**src/rtl/icache_pkg.sv**
```systemverilog
// Shared types and constants for the direct-mapped instruction cache.
// The cache FSM has two states: IDLE (accepting requests) and MISS (refill running).
package icache_pkg;

    localparam int ICACHE_INDEX_WIDTH = 5;
    localparam int WORD_W             = 32;

    typedef enum logic {
        ST_IDLE = 1'b0,
        ST_MISS = 1'b1
    } icache_state_e;

    function automatic logic [WORD_W-1:0] word_align(input logic [WORD_W-1:0] addr);
        return addr & ~32'h0000_0003;
    endfunction

endpackage

```
**src/rtl/icache_if.sv**
```systemverilog
// Fetch-side and memory-controller-side bundles of the instruction cache.
// Handshake: if_req is taken on a cycle where if_ready=1 and rdy=1; the answer is a one-cycle
// if_valid pulse. fet_ena stays high until valid_2icache=1 completes the refill; there is no abort.
interface icache_fetch_if;
    logic        if_req;
    logic [31:0] if_pc;
    logic        if_clear;
    logic        if_ready;
    logic        if_valid;
    logic [31:0] if_instr;

    modport master (output if_req, if_pc, if_clear, input  if_ready, if_valid, if_instr);
    modport slave  (input  if_req, if_pc, if_clear, output if_ready, if_valid, if_instr);
endinterface

interface icache_mem_if;
    logic        fet_ena;
    logic [31:0] instr_addr;
    logic        valid_2icache;
    logic [31:0] data_2icache;

    modport master (output fet_ena, instr_addr, input  valid_2icache, data_2icache);
    modport slave  (input  fet_ena, instr_addr, output valid_2icache, data_2icache);
endinterface

```
**src/rtl/icache.sv**
```systemverilog
// Direct-mapped instruction cache, one 32-bit word per line. Hits answer in one cycle;
// misses request the line from the memory controller and forward the returned word.
module icache
    import icache_pkg::*;
#(
    parameter int INDEX_WIDTH = ICACHE_INDEX_WIDTH
) (
    input  logic           clk,
    input  logic           rst_n,
    input  logic           rdy,
    icache_fetch_if.slave  fetch,
    icache_mem_if.master   mem,
    output icache_state_e  dbg_state
);

    localparam int LINES = 1 << INDEX_WIDTH;
    localparam int TAG_W = 32 - INDEX_WIDTH - 2;

    icache_state_e state_q, state_d;

    logic [LINES-1:0] valid_q;
    logic [TAG_W-1:0] tag_mem  [LINES];
    logic [31:0]      data_mem [LINES];

    logic             drop_q;
    logic             if_valid_q;
    logic [31:0]      if_instr_q;
    logic             fet_ena_q;
    logic [31:0]      instr_addr_q;

    logic [INDEX_WIDTH-1:0] req_idx, miss_idx;
    logic [TAG_W-1:0]       req_tag, miss_tag;
    logic                   accept, hit, refill_done;

    assign req_idx  = fetch.if_pc[INDEX_WIDTH+1:2];
    assign req_tag  = fetch.if_pc[31:INDEX_WIDTH+2];
    // The registered miss address doubles as the latched pc for the refill write.
    assign miss_idx = instr_addr_q[INDEX_WIDTH+1:2];
    assign miss_tag = instr_addr_q[31:INDEX_WIDTH+2];

    assign accept      = rdy && (state_q == ST_IDLE) && fetch.if_req && !fetch.if_clear;
    assign hit         = valid_q[req_idx] && (tag_mem[req_idx] == req_tag);
    assign refill_done = rdy && (state_q == ST_MISS) && mem.valid_2icache;

    always_ff @(posedge clk or negedge rst_n) begin
        if (!rst_n) state_q <= ST_IDLE;
        else        state_q <= state_d;
    end

    always_comb begin
        state_d = state_q;
        if (rdy) begin
            case (state_q)
                ST_IDLE: if (accept && !hit)     state_d = ST_MISS;
                ST_MISS: if (mem.valid_2icache)  state_d = ST_IDLE;
            endcase
        end
    end

    // Tag and data arrays are deliberately left out of reset; the valid bits guard them.
    always_ff @(posedge clk) begin
        if (refill_done) begin
            tag_mem[miss_idx]  <= miss_tag;
            data_mem[miss_idx] <= mem.data_2icache;
        end
    end

    always_ff @(posedge clk or negedge rst_n) begin
        if (!rst_n) begin
            valid_q      <= '0;
            drop_q       <= 1'b0;
            if_valid_q   <= 1'b0;
            if_instr_q   <= '0;
            fet_ena_q    <= 1'b0;
            instr_addr_q <= '0;
        end else if (rdy) begin
            if_valid_q <= 1'b0;
            if (accept) begin
                if (hit) begin
                    if_valid_q <= 1'b1;
                    if_instr_q <= data_mem[req_idx];
                end else begin
                    fet_ena_q    <= 1'b1;
                    instr_addr_q <= word_align(fetch.if_pc);
                end
            end
            if (state_q == ST_MISS) begin
                if (fetch.if_clear) drop_q <= 1'b1;
                if (mem.valid_2icache) begin
                    valid_q[miss_idx] <= 1'b1;
                    fet_ena_q         <= 1'b0;
                    drop_q            <= 1'b0;
                    if (!drop_q && !fetch.if_clear) begin
                        if_valid_q <= 1'b1;
                        if_instr_q <= mem.data_2icache;
                    end
                end
            end
        end
    end

    // A flush in the response cycle of a hit suppresses that response.
    assign fetch.if_ready = (state_q == ST_IDLE);
    assign fetch.if_valid = if_valid_q && !fetch.if_clear;
    assign fetch.if_instr = if_instr_q;
    assign mem.fet_ena    = fet_ena_q;
    assign mem.instr_addr = instr_addr_q;
    assign dbg_state      = state_q;

endmodule
```
**src/flat_wrapper.sv**
```systemverilog
// flat-port wrapper written by rule: the top's interface ports become plain ports
module icache_flat import icache_pkg::*;
#(
    parameter int INDEX_WIDTH = ICACHE_INDEX_WIDTH
)
  (clk, rst_n, rdy, dbg_state, fetch_if_req, fetch_if_pc, fetch_if_clear, fetch_if_ready, fetch_if_valid, fetch_if_instr, mem_fet_ena, mem_instr_addr, mem_valid_2icache, mem_data_2icache);
  icache_fetch_if fetch_i ();
  icache_mem_if mem_i ();
  input  logic clk;
  input  logic rst_n;
  input  logic rdy;
  output icache_state_e dbg_state;
  input wire logic [$bits(fetch_i.if_req)-1:0] fetch_if_req;
  input wire logic [$bits(fetch_i.if_pc)-1:0] fetch_if_pc;
  input wire logic [$bits(fetch_i.if_clear)-1:0] fetch_if_clear;
  output wire logic [$bits(fetch_i.if_ready)-1:0] fetch_if_ready;
  output wire logic [$bits(fetch_i.if_valid)-1:0] fetch_if_valid;
  output wire logic [$bits(fetch_i.if_instr)-1:0] fetch_if_instr;
  output wire logic [$bits(mem_i.fet_ena)-1:0] mem_fet_ena;
  output wire logic [$bits(mem_i.instr_addr)-1:0] mem_instr_addr;
  input wire logic [$bits(mem_i.valid_2icache)-1:0] mem_valid_2icache;
  input wire logic [$bits(mem_i.data_2icache)-1:0] mem_data_2icache;
  assign fetch_i.if_req = fetch_if_req;
  assign fetch_i.if_pc = fetch_if_pc;
  assign fetch_i.if_clear = fetch_if_clear;
  assign fetch_if_ready = fetch_i.if_ready;
  assign fetch_if_valid = fetch_i.if_valid;
  assign fetch_if_instr = fetch_i.if_instr;
  assign mem_fet_ena = mem_i.fet_ena;
  assign mem_instr_addr = mem_i.instr_addr;
  assign mem_i.valid_2icache = mem_valid_2icache;
  assign mem_i.data_2icache = mem_data_2icache;
  icache #(.INDEX_WIDTH(INDEX_WIDTH)) u_core (.clk(clk), .rst_n(rst_n), .rdy(rdy), .fetch(fetch_i), .mem(mem_i), .dbg_state(dbg_state));
endmodule
```
**config.mk**
```make
export PLATFORM = sky130hd
export DESIGN_NAME = icache_flat
export DESIGN_NICKNAME = d
export VERILOG_FILES = /design/src/rtl/icache_pkg.sv /design/src/rtl/icache_if.sv /design/src/rtl/icache.sv /design/src/flat_wrapper.sv
export SDC_FILE = /design/constraint.sdc
export NUM_CORES = 2
export LEC_CHECK = 0
export CAP_MARGIN = 25
export CORE_ASPECT_RATIO = 1.2
export CORE_MARGIN = 10
export CORE_UTILIZATION = 45
export DETAILED_ROUTE_END_ITERATION = 8
export PLACE_DENSITY = 0.67
export SLEW_MARGIN = 20
export SYNTH_ARGS = -nofsm -noshare
export SYNTH_HDL_FRONTEND = slang
export SYNTH_SLANG_ARGS = --single-unit
export TNS_END_PERCENT = 30
```
**constraint.sdc**
```tcl
create_clock -name clk -period 8.41 [get_ports clk]
set_input_delay 1.682 -clock clk [delete_from_list [all_inputs] [get_ports clk]]
set_output_delay 1.682 -clock clk [all_outputs]
set_load 0.02 [all_outputs]
```
==> impl_results.md <==
- Clock tree root driver cell: sky130_fd_sc_hd__clkbuf_16
- Critical Path AT: between 6 and 7 ns
- Highest clock frequency the design can meet: around 160 MHz
- Largest net degree at the start of global routing: a little over 100
- Fillcell total: ~13000
- Vias: about 36000
- Worst-Margin Slew: 1.099 ns
- Count of maximum capacitance violations: 0
- Wire length of the first global-routing pass: 267.2 mm
- Detailed-route vias per instance: about 6.1
- Cells along the critical path: clkdlybuf4s50_1 > buf_4 > or2_2 > a21oi_1 > nor4_1 > xor2_1 > nor4_2 > and4_4 > a221oi_1
- Worst IR Drop VDD: between 0.2 and 0.25 mV
- Synthesis-to-layout area growth: 14.33%
- Overall overflow remaining after global route: 0
- Crit path largest cell delay: 1.01 ns
- X dimension of the die: roughly 400 µm
- Clock tree from TritonCTS: done
- Clock latency on the worst-skew pair: 0.84 ns
- Sink count of the clock tree: 1922
- Startpoint type of the worst setup path: input port
- Most used flip-flop cell after synthesis: sky130_fd_sc_hd__edfxtp_1
- Sequential fraction of the synthesis area: around three quarters
- Mapped Avg Cell Area: roughly 22 µm²
- Post-Place Cells: ~5500
- Number of global-route vias before repair: approximately 36000
- IO buf count: around 130
- Ports: around 140
- Total CTS buffers: 180
- Min-Delay Path Class: reg2reg
- DIE AREA: about 0.18 mm²
- Library cell contributing the largest single delay on the critical path: sky130_fd_sc_hd__and4_4
- Kind of capture point of the worst setup path: flop
- Required time of the critical path: ~9 ns
- Static leakage: about 28 nW
- Layout cells sized above 1: a little over a quarter
- Post-CTS Resized: 0
- Number of warnings reported in the yosys synthesis log: 0
- Kind of critical path: in2reg
- Count of state elements after synthesis: slightly below 2000
- DRC violations left: 0
- Slew Limit Fails: 0
- Post-synthesis instance total: around 3300
- Iteration-0 DRC count of the detailed router: ~4300
- Setup repair after global routing missed its margin: false
- Final Total Pwr: 22.59 mW
- Top cells by area in the synthesized netlist: sky130_fd_sc_hd__edfxtp_1 (74%), sky130_fd_sc_hd__mux4_2 (13%), sky130_fd_sc_hd__dfrtp_1 (3.3%)
- Mapped Area: about 0.074 mm²
- Number of cells in the finished layout apart from fillers: between 5000 and 6000
- Initial standard-cell utilization of the core: between 40% and 50%
- H-tree levels: 4
- Pwr Density: 265.7 mW/mm²
- Number of hold violations in the final report: 0
- Final setup violation count: 0
- Final Cycle Share: 73.13%
- Family with the most delay on the worst path: simple AND/OR/NAND/NOR gates
- WP buf/inv: 2
- Number of antenna violations at the first check in global routing: 8
- Number of hold buffers added after CTS: 0
- Worst slew margin relative to its limit: 26.74%
- Post-synth top area share: 73.63%
- Finished Core Util: about half
- Net count of the finished layout: between 3000 and 4000
- Number of placement rows: 163
- Outcome: complete, no violations
- DR WL/cell: between 30 and 40 µm
- Number of distinct library cells after synthesis: 67
- Antenna Violating Nets Remaining: 0
- Total Wirelength: around 190 mm
- Asr flop ratio synth: under 10%
- Estimated wirelength of the detail-placed design: 97.44 mm
- Global-route usage over all layers: about a fifth
- Weighted congestion reported at the end of routability-driven placement: 0.7605
- TritonRoute pass-1 iters: 7
- Max clock buf depth: 3
- Number of enable flip-flop cells after synthesis: ~1800
- Biggest area consumer among synthesized cells: sky130_fd_sc_hd__edfxtp_1
- Clock tree skew after final layout: 0.03949 ns
- Critical path fanouts, max: 32
- Time the final worst path needs with I/O delays and setup: just over 6 ns
- Clock transition at the registers of the reported paths: ~0.060 ns
- Total negative setup slack: 0 ns
- Setup repair bufs after CTS: 0
- Die height: ~470 µm
- CORE AREA: 0.1644 mm²
-- final timing paths --
check | cells past startpoint | endpoint | from | slack, ns
hold reg to reg | 1 | u_core.valid_q[10] | u_core.valid_q[10] | 0.47
max in group asynchronous | 2 | u_core.fetch.if_instr[0] | rst_n | 6.25
min in group asynchronous | 1 | u_core.mem.instr_addr[7] | rst_n | 0.89
setup reg to reg | 8 | u_core.fetch.if_instr[23] | u_core.tag_mem[27][17] | 4.32
setup / recovery | 9 | u_core.fetch.if_instr[23] | fetch_if_pc[5] | 2.26
hold / removal | 1 | u_core.valid_q[10] | u_core.valid_q[10] | 0.47
-- worst reg2reg max path, delay by kind of cell, from the launching register on --
kind,cells,cell delay [ns]
AND/OR/NAND/NOR,3,2.65
AO/OA/AOI/OAI,3,0.71
flip-flops,1,0.32
XOR/XNOR,1,0.18
multiplexers,1,0.06
-- metrics by stage --
step                      worst slack (ns)  hold slack [ns]  cell area [µm²]
after floorplan                      3.183           0.4337            74390
after global placement               1.571           0.4459            78610
after detailed placement             1.438           0.4492            78730
after CTS                            2.343           0.4639            84680
after global routing                 2.232           0.4765            85040
final                                2.259           0.4661            85050
-- sequential cells by signal, indices dropped and copies added (netlist names) --
| register | cells |
|---|---|
| u_core.mem.instr_addr | 30 |
| u_core.mem.fet_ena | 1 |
| u_core.if_valid_q | 1 |
| u_core.fetch.if_instr | 32 |
| u_core.data_mem | 1024 |
| u_core.dbg_state | 1 |
| u_core.valid_q | 32 |
| u_core.drop_q | 1 |
| u_core.tag_mem | 800 |
-- power breakdown --
part           leakage, nW  internal, mW  switching, mW
sequential            17.6          11.4          0.451
combinational         7.06          1.03           1.49
clock                 2.90          4.60           3.59
-- final cells by class --
cell class / instances / area (µm²) / share of cell area [%]
Sequential cell: 1922 / 57230 / 67.29
Antenna cell: 2 / 5.005 / 0.005885
Clock inverter: 95 / 1107 / 1.302
Clock buffer: 237 / 4850 / 5.702
Timing Repair Buffer: 260 / 2784 / 3.273
Inverter: 41 / 155.1 / 0.1824
Multi-Input combinational cell: 1198 / 16230 / 19.08
Tap cell: 2145 / 2684 / 3.156
-- layer usage --
metal  GRT usage, %  routed length, µm  vias up
met5              0                 29        -
li1               -                  -    14570
met1          27.81              74850    19310
met3          4.297              15450      297
met4          6.170               4798        6
met2          32.89              91570     1629
-- kinds of logic (layout without fill, tap and decap cells) --
group / after synthesis / count (layout) / synth area share [%]
flip-flops: 1922 / 1922 / 76.93
multiplexers: 699 / 699 / 17.08
AND/OR/NAND/NOR: 263 / 263 / 1.763
AO/OA/AOI/OAI: 215 / 215 / 2.405
buffers and inverters: 215 / 633 / 1.593
XOR/XNOR: 19 / 19 / 0.2237
other: 1 / 4 / 0.005041
-- cell usage in the layout, fill, tap and decap left out, types with 10 or more instances in the layout --
cell                              synthesis  routed
sky130_fd_sc_hd__buf_8                    0      23
sky130_fd_sc_hd__dfrtp_1                 98      94
sky130_fd_sc_hd__nor2_1                  89      56
sky130_fd_sc_hd__a221oi_1                10      10
sky130_fd_sc_hd__mux4_2                 430     430
sky130_fd_sc_hd__edfxtp_1              1824    1824
sky130_fd_sc_hd__clkinv_1                 0      28
sky130_fd_sc_hd__a22oi_1                 72      72
sky130_fd_sc_hd__clkbuf_16                0     181
sky130_fd_sc_hd__bufinv_16                0      16
sky130_fd_sc_hd__clkbuf_8                 1      11
sky130_fd_sc_hd__a221oi_2                29      29
sky130_fd_sc_hd__xnor2_1                 13      13
sky130_fd_sc_hd__clkbuf_1                51      45
sky130_fd_sc_hd__mux2i_1                224     224
sky130_fd_sc_hd__mux2_4                  28      28
sky130_fd_sc_hd__nand2_1                 50      50
sky130_fd_sc_hd__o22ai_1                 26      26
sky130_fd_sc_hd__nor2_4                   0      32
sky130_fd_sc_hd__clkdlybuf4s50_1          0     114
sky130_fd_sc_hd__nand3_1                 19      19
sky130_fd_sc_hd__buf_12                   2      21
sky130_fd_sc_hd__or2_2                   33      33
sky130_fd_sc_hd__buf_2                   55      14
sky130_fd_sc_hd__mux4_1                  11      11
sky130_fd_sc_hd__clkinv_2                 0      30
sky130_fd_sc_hd__a21oi_1                 28      28
sky130_fd_sc_hd__buf_4                   33      75
sky130_fd_sc_hd__nor4_1                  13      13
sky130_fd_sc_hd__inv_1                   40      39
-- synth_stat cells, drive strengths merged (6+ instances only) --
cell	count
nand2	50
inv	41
mux2	34
xnor2	13
xor2	6
dfrtp	98
a221oi	39
mux4	441
nand4	9
a22oi	72
nor2b	11
nor4	15
a21oi	29
o21ai	8
buf	122
o22ai	26
nand3	19
clkbuf	52
nor2	91
nor3	10
edfxtp	1824
mux2i	224
or2	33
(Power assumes the default switching activity.)
